[src/rtl/display_pkg.sv]
// Shared definitions for the timer display block.
// Provides the conversion state enum, the default widths and the blank
// segment pattern. It also provides the per-nibble double-dabble
// adjustment used by the binary-to-BCD converter.
package display_pkg;

    localparam int VALUE_W_DEF    = 11;
    localparam int NUM_DIGITS_DEF = 4;

    // Active-low segments: all ones turns every segment off.
    localparam logic [6:0] SEG_BLANK = 7'b1111111;

    typedef enum logic [1:0] {
        ST_IDLE,
        ST_SHIFT,
        ST_LATCH
    } state_t;

    // Add 3 to a BCD nibble of 5 or more. After the following left shift,
    // the nibble then carries correctly into the next decimal digit.
    function automatic logic [3:0] dabble_adj(input logic [3:0] nib);
        return (nib >= 4'd5) ? nib + 4'd3 : nib;
    endfunction

endpackage

[src/rtl/seven_seg.sv]
// BCD digit to seven-segment decoder (purely combinational).
// Ports:
//   bcd - 4-bit BCD digit; the values 10..15 display blank
//   seg - active-low segments, bit0 = a through bit6 = g
module seven_seg
    import display_pkg::*;
(
    input  logic [3:0] bcd,
    output logic [6:0] seg
);

    always_comb begin
        seg = SEG_BLANK;
        case (bcd)
            4'd0:    seg = 7'b1000000;
            4'd1:    seg = 7'b1111001;
            4'd2:    seg = 7'b0100100;
            4'd3:    seg = 7'b0110000;
            4'd4:    seg = 7'b0011001;
            4'd5:    seg = 7'b0010010;
            4'd6:    seg = 7'b0000010;
            4'd7:    seg = 7'b1111000;
            4'd8:    seg = 7'b0000000;
            4'd9:    seg = 7'b0010000;
            default: seg = SEG_BLANK;
        endcase
    end

endmodule

[src/rtl/timer_display.sv]
// Binary timer value to a BCD and seven-segment display.
// The block uses the sequential double-dabble method: one shift step per
// clock for VALUE_W clocks, then one latch cycle.
// The state table below is for the FSM in this file:
//   state    | meaning
//   ST_IDLE  | ready high; the block waits for value_valid
//   ST_SHIFT | one add-3/shift step per clock, VALUE_W steps in total
//   ST_LATCH | the block copies the accumulator to bcd/hex and pulses done
// Ports:
//   clk, reset_n        - clock; asynchronous active-low reset
//   value, value_valid  - binary count offered to the block; accepted while ready is high
//   blank_lz            - blank leading zeros, captured together with value
//   ready, done         - ready for a new value / one-cycle update pulse
//   bcd                 - latched BCD result, digit 0 in bits [3:0]
//   hex0..hex3          - registered active-low segment outputs, one per digit
// NUM_DIGITS must be at least 4 because the block drives hex0..hex3.
module timer_display
    import display_pkg::*;
#(
    parameter int VALUE_W    = VALUE_W_DEF,
    parameter int NUM_DIGITS = NUM_DIGITS_DEF
) (
    input  logic                    clk,
    input  logic                    reset_n,
    input  logic [VALUE_W-1:0]      value,
    input  logic                    value_valid,
    input  logic                    blank_lz,
    output logic                    ready,
    output logic                    done,
    output logic [4*NUM_DIGITS-1:0] bcd,
    output logic [6:0]              hex0,
    output logic [6:0]              hex1,
    output logic [6:0]              hex2,
    output logic [6:0]              hex3
);

    localparam int BCD_W = 4 * NUM_DIGITS;
    localparam int CNT_W = $clog2(VALUE_W + 1);
    localparam logic [CNT_W-1:0] LAST_STEP = CNT_W'(VALUE_W - 1);

    state_t              state, state_nxt;
    logic [VALUE_W-1:0]  bin_q;
    logic [BCD_W-1:0]    acc_q;
    logic [BCD_W-1:0]    acc_adj;
    logic [CNT_W-1:0]    cnt_q;
    logic                blank_q;
    logic [NUM_DIGITS-1:0] blank_dig;
    logic [6:0]          seg_raw [NUM_DIGITS];
    logic [6:0]          hex_q   [NUM_DIGITS];
    logic                accept;

    assign accept = (state == ST_IDLE) && value_valid;

    always_comb begin
        acc_adj = '0;
        for (int i = 0; i < NUM_DIGITS; i++) begin
            acc_adj[4*i +: 4] = dabble_adj(acc_q[4*i +: 4]);
        end
    end

    // A digit is blanked when it and every digit above it are zero.
    // Digit 0 is never blanked, so a value of zero still shows "0".
    always_comb begin
        logic zero_run;
        blank_dig = '0;
        zero_run  = 1'b1;
        for (int k = NUM_DIGITS - 1; k >= 0; k--) begin
            zero_run     = zero_run && (acc_q[4*k +: 4] == 4'd0);
            blank_dig[k] = blank_q && (k != 0) && zero_run;
        end
    end

    for (genvar g = 0; g < NUM_DIGITS; g++) begin : g_seg
        seven_seg u_seg (
            .bcd (acc_q[4*g +: 4]),
            .seg (seg_raw[g])
        );
    end

    always_ff @(posedge clk or negedge reset_n) begin
        if (!reset_n) state <= ST_IDLE;
        else          state <= state_nxt;
    end

    always_comb begin
        state_nxt = state;
        case (state)
            ST_IDLE:  if (value_valid)        state_nxt = ST_SHIFT;
            ST_SHIFT: if (cnt_q == LAST_STEP) state_nxt = ST_LATCH;
            ST_LATCH:                         state_nxt = ST_IDLE;
            default:                          state_nxt = ST_IDLE;
        endcase
    end

    always_ff @(posedge clk or negedge reset_n) begin
        if (!reset_n) begin
            bin_q   <= '0;
            acc_q   <= '0;
            cnt_q   <= '0;
            blank_q <= 1'b0;
            ready   <= 1'b1;
            done    <= 1'b0;
            bcd     <= '0;
            for (int k = 0; k < NUM_DIGITS; k++) hex_q[k] <= SEG_BLANK;
        end else begin
            // The ready output is registered from the next state, so it
            // always equals (state == ST_IDLE).
            ready <= (state_nxt == ST_IDLE);
            done  <= (state == ST_LATCH);
            if (accept) begin
                bin_q   <= value;
                blank_q <= blank_lz;
                acc_q   <= '0;
                cnt_q   <= '0;
            end else if (state == ST_SHIFT) begin
                acc_q <= {acc_adj[BCD_W-2:0], bin_q[VALUE_W-1]};
                bin_q <= {bin_q[VALUE_W-2:0], 1'b0};
                cnt_q <= cnt_q + 1'b1;
            end else if (state == ST_LATCH) begin
                bcd <= acc_q;
                for (int k = 0; k < NUM_DIGITS; k++)
                    hex_q[k] <= blank_dig[k] ? SEG_BLANK : seg_raw[k];
            end
        end
    end

    assign hex0 = hex_q[0];
    assign hex1 = hex_q[1];
    assign hex2 = hex_q[2];
    assign hex3 = hex_q[3];

endmodule

[config.mk]
export PLATFORM = sky130hd
export DESIGN_NAME = timer_display
export DESIGN_NICKNAME = d
export VERILOG_FILES = /design/src/rtl/display_pkg.sv /design/src/rtl/seven_seg.sv /design/src/rtl/timer_display.sv
export SDC_FILE = /design/constraint.sdc
export NUM_CORES = 1
export LEC_CHECK = 0
export CELL_PAD_IN_SITES_DETAIL_PLACEMENT = 0
export CELL_PAD_IN_SITES_GLOBAL_PLACEMENT = 1
export CORE_ASPECT_RATIO = 0.7
export CORE_MARGIN = 5
export CORE_UTILIZATION = 42
export CTS_CLUSTER_SIZE = 16
export DETAILED_ROUTE_END_ITERATION = 7
export PLACE_DENSITY_LB_ADDON = 0.1
export SLEW_MARGIN = 20
export SYNTH_ARGS = -nofsm -noshare
export SYNTH_HDL_FRONTEND = slang
export SYNTH_SLANG_ARGS = --single-unit
[constraint.sdc]
create_clock -name clk -period 2.05 [get_ports clk]
set_clock_uncertainty 0.2 [all_clocks]
set_input_delay 0.615 -clock clk [delete_from_list [all_inputs] [get_ports clk]]
set_output_delay 0.615 -clock clk [all_outputs]
set_load 0.01 [all_outputs]
# --- Word-level counts from Yosys, hierarchy flattened ---
# Memory sizes are Yosys's and may differ from the RTL's. A register that Yosys moved wholly into a read port is not among the register bits.
# Cells that the tools add are included.
word_totals:
  ff_bits: 73
  latch_bits: 0
  ramBits: 0
  mem_bits_ro: 448
  inputBits: 15
  n_memories: 4
mem_list:
  columns: ["name", "words", "word_bits", "rd", "rd_clocked_by_memory_dff", "wr", "line", "rtl"]
  rows:
  - ["(no name shown)", 16, 7, 1, 1, 0, "seven_seg.sv:14", "case (bcd)"]
  - ["(no name shown)", 16, 7, 1, 0, 0, "seven_seg.sv:14", null]
  - ["(no name shown)", 16, 7, 1, 0, 0, "seven_seg.sv:14", null]
  - ["(no name shown)", 16, 7, 1, 0, 0, "seven_seg.sv:14", null]
classes:
  add_sub_neg: 5
  mul: 0
  div_mod_pow: 0
  n_lt_le_gt_ge: 4
  eq_ne: 3
  shift: 0
  n_mux: 16
  n_bitwise: 2
  reduce_logical: 14
op_table:
  columns: ["operator", "n"]
  rows:
  - ["$mux 16", 2]
  - ["$mux 11", 2]
  - ["$mux 7", 3]
  - ["$mux 4", 5]
  - ["$ge 4x3->1 const B", 4]
  - ["$add 4x2->4 const B", 3]
  - ["$logic_not 4->1", 3]
  - ["$logic_and 1x1->1", 6]
  - ["$add 4x1->4 const B", 1]
  - ["$eq 4x4->1 const B", 1]
  - ["$logic_not 2->1", 2]
  - ["$mux 2", 2]
  - ["$pmux 2 s2", 1]
  - ["$add 3x2->3 const B", 1]
  - ["$mux 3", 1]
  - ["$reduce_and 3->1", 1]
  - ["$eq 2x1->1 const B", 1]
  - ["$eq 2x2->1 const B", 1]
  - ["$not 1->1", 2]
  - ["$reduce_bool 2->1", 1]
  - ["$logic_not 1->1", 1]

# --- Logic depth before layout (Yosys ltp) ---
logic_depth:
  ltp_word: 5
  depth_mapped: 7

# --- Modules after synthesis ---
# Synthesis repeated with hierarchy kept, for this count alone.
hier_totals:
  hier_cells: 516
  hier_area_um2: 4466.8
by_module_without_submodules:
  columns: ["module", "n_inst", "cells_per_inst", "area_each_um2", "seq_area_each_um2"]
  rows:
  - ["timer_display", 1, 384, 3626.0, 2038.2]
  - ["seven_seg", 4, 33, 210.2, 0.0]

# --- Worst setup path before layout ---
# No wires, ideal clock.
synth_timing:
  path_kind: "reg-to-reg"
  from: "reg acc_q[13]"
  to: "reg hex_q, in the netlist hex1[2]"
  setup_time_ns: 0.078
  arrival_ns: 1.434
  t_required_ns: 1.772
  setup_slack_ns: 0.338
  stages_incl_launch_ff: 7
  path_buffers: 0
  path_cell_list: "dfrtp_1 -> inv_1 -> ha_1 -> and3b_1 -> and4_1 -> nand3_1 -> a41oi_2"
synth_between:
  elab_chain_len: 5
synth_lines:
  columns: ["element", "line", "rtl"]
  rows:
  - ["from (decl)", "timer_display.sv:43", "logic [BCD_W-1:0] acc_q;"]
  - ["from (signal assigned)", "timer_display.sv:116", "acc_q <= {acc_adj[BCD_W-2:0], bin_q[VALUE_W-1]};"]
  - ["$logic_not 4->1", "timer_display.sv:68", "zero_run = zero_run && (acc_q[4*k +: 4] == 4'd0);"]
  - ["$logic_and 1x1->1 (2 in a row)", "timer_display.sv:68", null]
  - ["$logic_and 1x1->1", "timer_display.sv:69", "blank_dig[k] = blank_q && (k != 0) && zero_run;"]
  - ["$mux 7", "timer_display.sv:122", "hex_q[k] <= blank_dig[k] ? SEG_BLANK : seg_raw[k];"]
  - ["to (signal, indexed assignment)", "timer_display.sv:122", null]
  - ["to (decl)", "timer_display.sv:49", "logic [6:0] hex_q [NUM_DIGITS];"]
# No other way between the ends.
# A chain may end at the register's enable or synchronous reset.

# --- Worst setup path in the final report ---
layout_timing:
  from: "reg hex_q, in the netlist hex3[3]"
  to: "out hex3[3]"
layout_lines:
  columns: ["element", "line", "rtl"]
  rows:
  - ["to (decl)", "timer_display.sv:34", "output logic [6:0] hex3"]
# No word-level cell between the ends.

==> results.md <==
- Status: finished, final reports clean
- Clock root cell: clkbuf_16
- Ys flop type: dfrtp_1
- RSZ-0062 raised after global routing: no
- Main area contributors after synthesis: dfrtp_1, dfstp_2, ha_1
- Post-Syn Area per Cell: 9.765 sq um
- Final core utilization: 0.5361
- DRC: 0
- Area Overhead vs Synth: 24.90%
- Synth cell count leaders: nand2_1, dfrtp_1, o21ai_0, dfstp_2
- Register area share after synthesis: 0.4923
- Worst hold stages: 2
- Drt first pass iters: 5
- PortBufs: 60
- Post-DP HPWL: 6544 microns
- Pwr/cell area: 1500 nW/um^2
- Slew HR: 0.6430
- Largest net degree at the start of global routing: 49
- Hold crit path type: reg2reg
- Netlist Area Pre-Place: 4140 sq um
- R2R depth: 6
- Max FO, Critical Path: 2
- Cell Chain, Critical Path: dlygate4sd2_1
- Crit path max-delay cell type: dfstp_2
- Critical path class: reg2out
- Worst Path Buf+Inv: 1
- Routing usage on met2: 0.2216
- FP Rows: 30
- Clk Latency, worst-skew pair: 0.34 ns
- Nets@finish: 529
- Critical path arrival: 1.17 ns
- DP Cell Count: 605
- GR Util met3: 0.05023
- Chip height: 93.07 microns
- Setup violators final: 0
- Fmax: 504.2 MHz
- Final GP Congestion: 0.8680
- Fillers: 893
- Grt met1 use: 0.2533
- Die ar.: 11980 sq um
- Peak VDD IR: 0.6011 mV
- Top-count cell post-synth: nand2_1
- Power, Total: 7.759 mW
- FF-to-FF Start: acc_q[13]
- YS warnings: 0
- Critical path capture point type: output pin
- Min-delay src: hex0[4]
- Clk sinks: 80
- WL/cell: 15.05 microns
- TritonCTS clock tree: done
- Final Hold Viols: 0
- CTS Buffer Depth: 2
- Max Cap Violations: 0
- Layout cells sized above 1: 0.1640
- Max-slew violations: 0
- I/O pin count: 61
- Global Route Usage Sum: 0.1659
- Clock slew at reported path FFs: 0.06 ns
- Minimum clock period: 1.983 ns
- Post-synth ARST share: 1.000
- DIE WIDTH: 128.7 microns
- Post-synth EDFFs: 0
- Gr busiest metal: met1
- Worst slew pin tran: 0.5355 ns
- GRT overflow: 0
- R2R Path End: hex1[2]
- CTS Buf Count: 9
- Worst hold endpoint: hex0[4]
- Finished Layout Cells: 622
- Number of H-tree levels: 3
- Yosys top cell area share: 0.3083
- First-pass GRT wire length: 15900 microns
- DR vias/cell: 5.143
- Core Area: 9647 sq um
- Vias in the first global route: 3087
- #FFs+latches synth: 80
- Synth cell types: 53
- Diode count: 0
- Final ANT Viol Nets: 0
- Routed WL: 9360 microns
- Final period utilization: 0.9675
- Via count: 3199
- Initial antenna violation count: 0
- Reg2reg setup slack: 0.15 ns
- Req. time, crit path: 1.23 ns
- Startpoint types: flip-flop
- Slowest stage delay, CP: 0.55 ns
- Initial Utilization: 0.4292
- Synth area leader: dfrtp_1
- Crit path max-delay family: flip-flops
- Syn Nets: 464
- Cells after synthesis: 424
- Initial DRC count: 196
- Pleak: 2.495 nW
-- state kept, by name (all words and copies together), names as in the netlist --
signal	flops
acc_q	16
bcd	16
bin_q	11
hex0	7
hex1	7
hex2	7
hex3	7
cnt_q	4
state	2
blank_q	1
done	1
ready	1
-- layout by cell type, fill, tap and decap left out, types with 10 or more instances in the layout --
| master | synthesis | routed |
|---|---|---|
| clkdlybuf4s50_1 | 0 | 13 |
| inv_1 | 16 | 16 |
| nand3_1 | 10 | 10 |
| dlygate4sd2_1 | 0 | 42 |
| buf_4 | 2 | 20 |
| o21ai_0 | 34 | 34 |
| dfrtp_1 | 51 | 51 |
| a21oi_1 | 22 | 22 |
| ha_1 | 25 | 25 |
| dfstp_2 | 29 | 29 |
| o21ai_1 | 25 | 25 |
| nand2_1 | 69 | 69 |
| nor2_1 | 16 | 16 |
| a22oi_1 | 11 | 11 |
-- what timing repair did --
action | in CTS | in global routing
gates resized for setup | 42 | 5
buffers inserted | 0 | 0
hold endpoints to repair | 7 | 0
hold buffers | 1 | 0
setup endpoints to repair | 42 | 6
-- power by group --
part	leakage [nW]	internal [mW]	switching (mW)	total, mW
Combinational	1.39	1.55	1.79	3.34
Sequential	0.963	2.30	0.581	2.88
Clock	0.145	0.913	0.619	1.53
Total	2.50	4.77	2.99	7.76
-- cells by family after synthesis --
| group | count (synthesis) | synth area share |
|---|---|---|
| and+or+nand+nor | 123 | 0.1357 |
| buffers and inverters | 47 | 0.05833 |
| DFF | 80 | 0.4923 |
| adders and majority gates | 25 | 0.07555 |
| muxes | 9 | 0.02236 |
| AOI/OAI and AO/OA | 133 | 0.2010 |
| xor gates and xnor gates | 7 | 0.01481 |
-- worst min-delay path: cells and delay by family, from the launching register on --
kind / cells / cell delay [ns]
DFF: 1 / 0.36
AOI/OAI and AO/OA: 1 / 0.05
and+or+nand+nor: 1 / 0.04
-- through the flow --
| step | worst slack [ns] | area [sq um] | hold WS (ns) | TNS, ns |
|---|---|---|---|---|
| detailed placement | -0.02165 | 4917 | 0.2552 | -0.07851 |
| finish | 0.06671 | 5171 | 0.2621 | 0 |
| global route | 0.03236 | 5171 | 0.2781 | 0 |
| floorplan | 0.3381 | 4140 | 0.1194 | 0 |
| CTS | 0.001264 | 5160 | 0.2626 | 0 |
| global placement | -0.01386 | 4917 | 0.2516 | -0.01386 |
-- how the worst max path moves through the flow --
stage                     start       to  slack [ns]  cells past startpoint
finish                  hex3[3]  hex3[3]        0.07                      1
global route            hex3[3]  hex3[3]        0.03                      1
CTS                      bcd[2]   bcd[2]       0.001                      1
detailed placement  value_valid  blank_q       -0.02                      4
global placement    value_valid  blank_q       -0.01                      4
floorplan             acc_q[13]  hex1[2]        0.34                      6
-- metal layers --
layer	wire, microns	part of all wire	vias up
met5	0	0	-
met4	116	0.012	0
met3	478	0.051	13
met2	3847	0.41	60
met1	4917	0.53	1515
li1	-	-	1611
-- layout make-up --
type | instances | area [sq um] | area share
clock buffer | 13 | 270.3 | 0.05226
clock inverter | 3 | 15.01 | 0.002903
inverter | 19 | 73.82 | 0.01428
multi-input combinational | 297 | 1866 | 0.3608
sequential | 80 | 2038 | 0.3941
tap | 128 | 160.2 | 0.03097
timing repair buffer | 82 | 748.2 | 0.1447
Power figures use the tool's default switching activity.
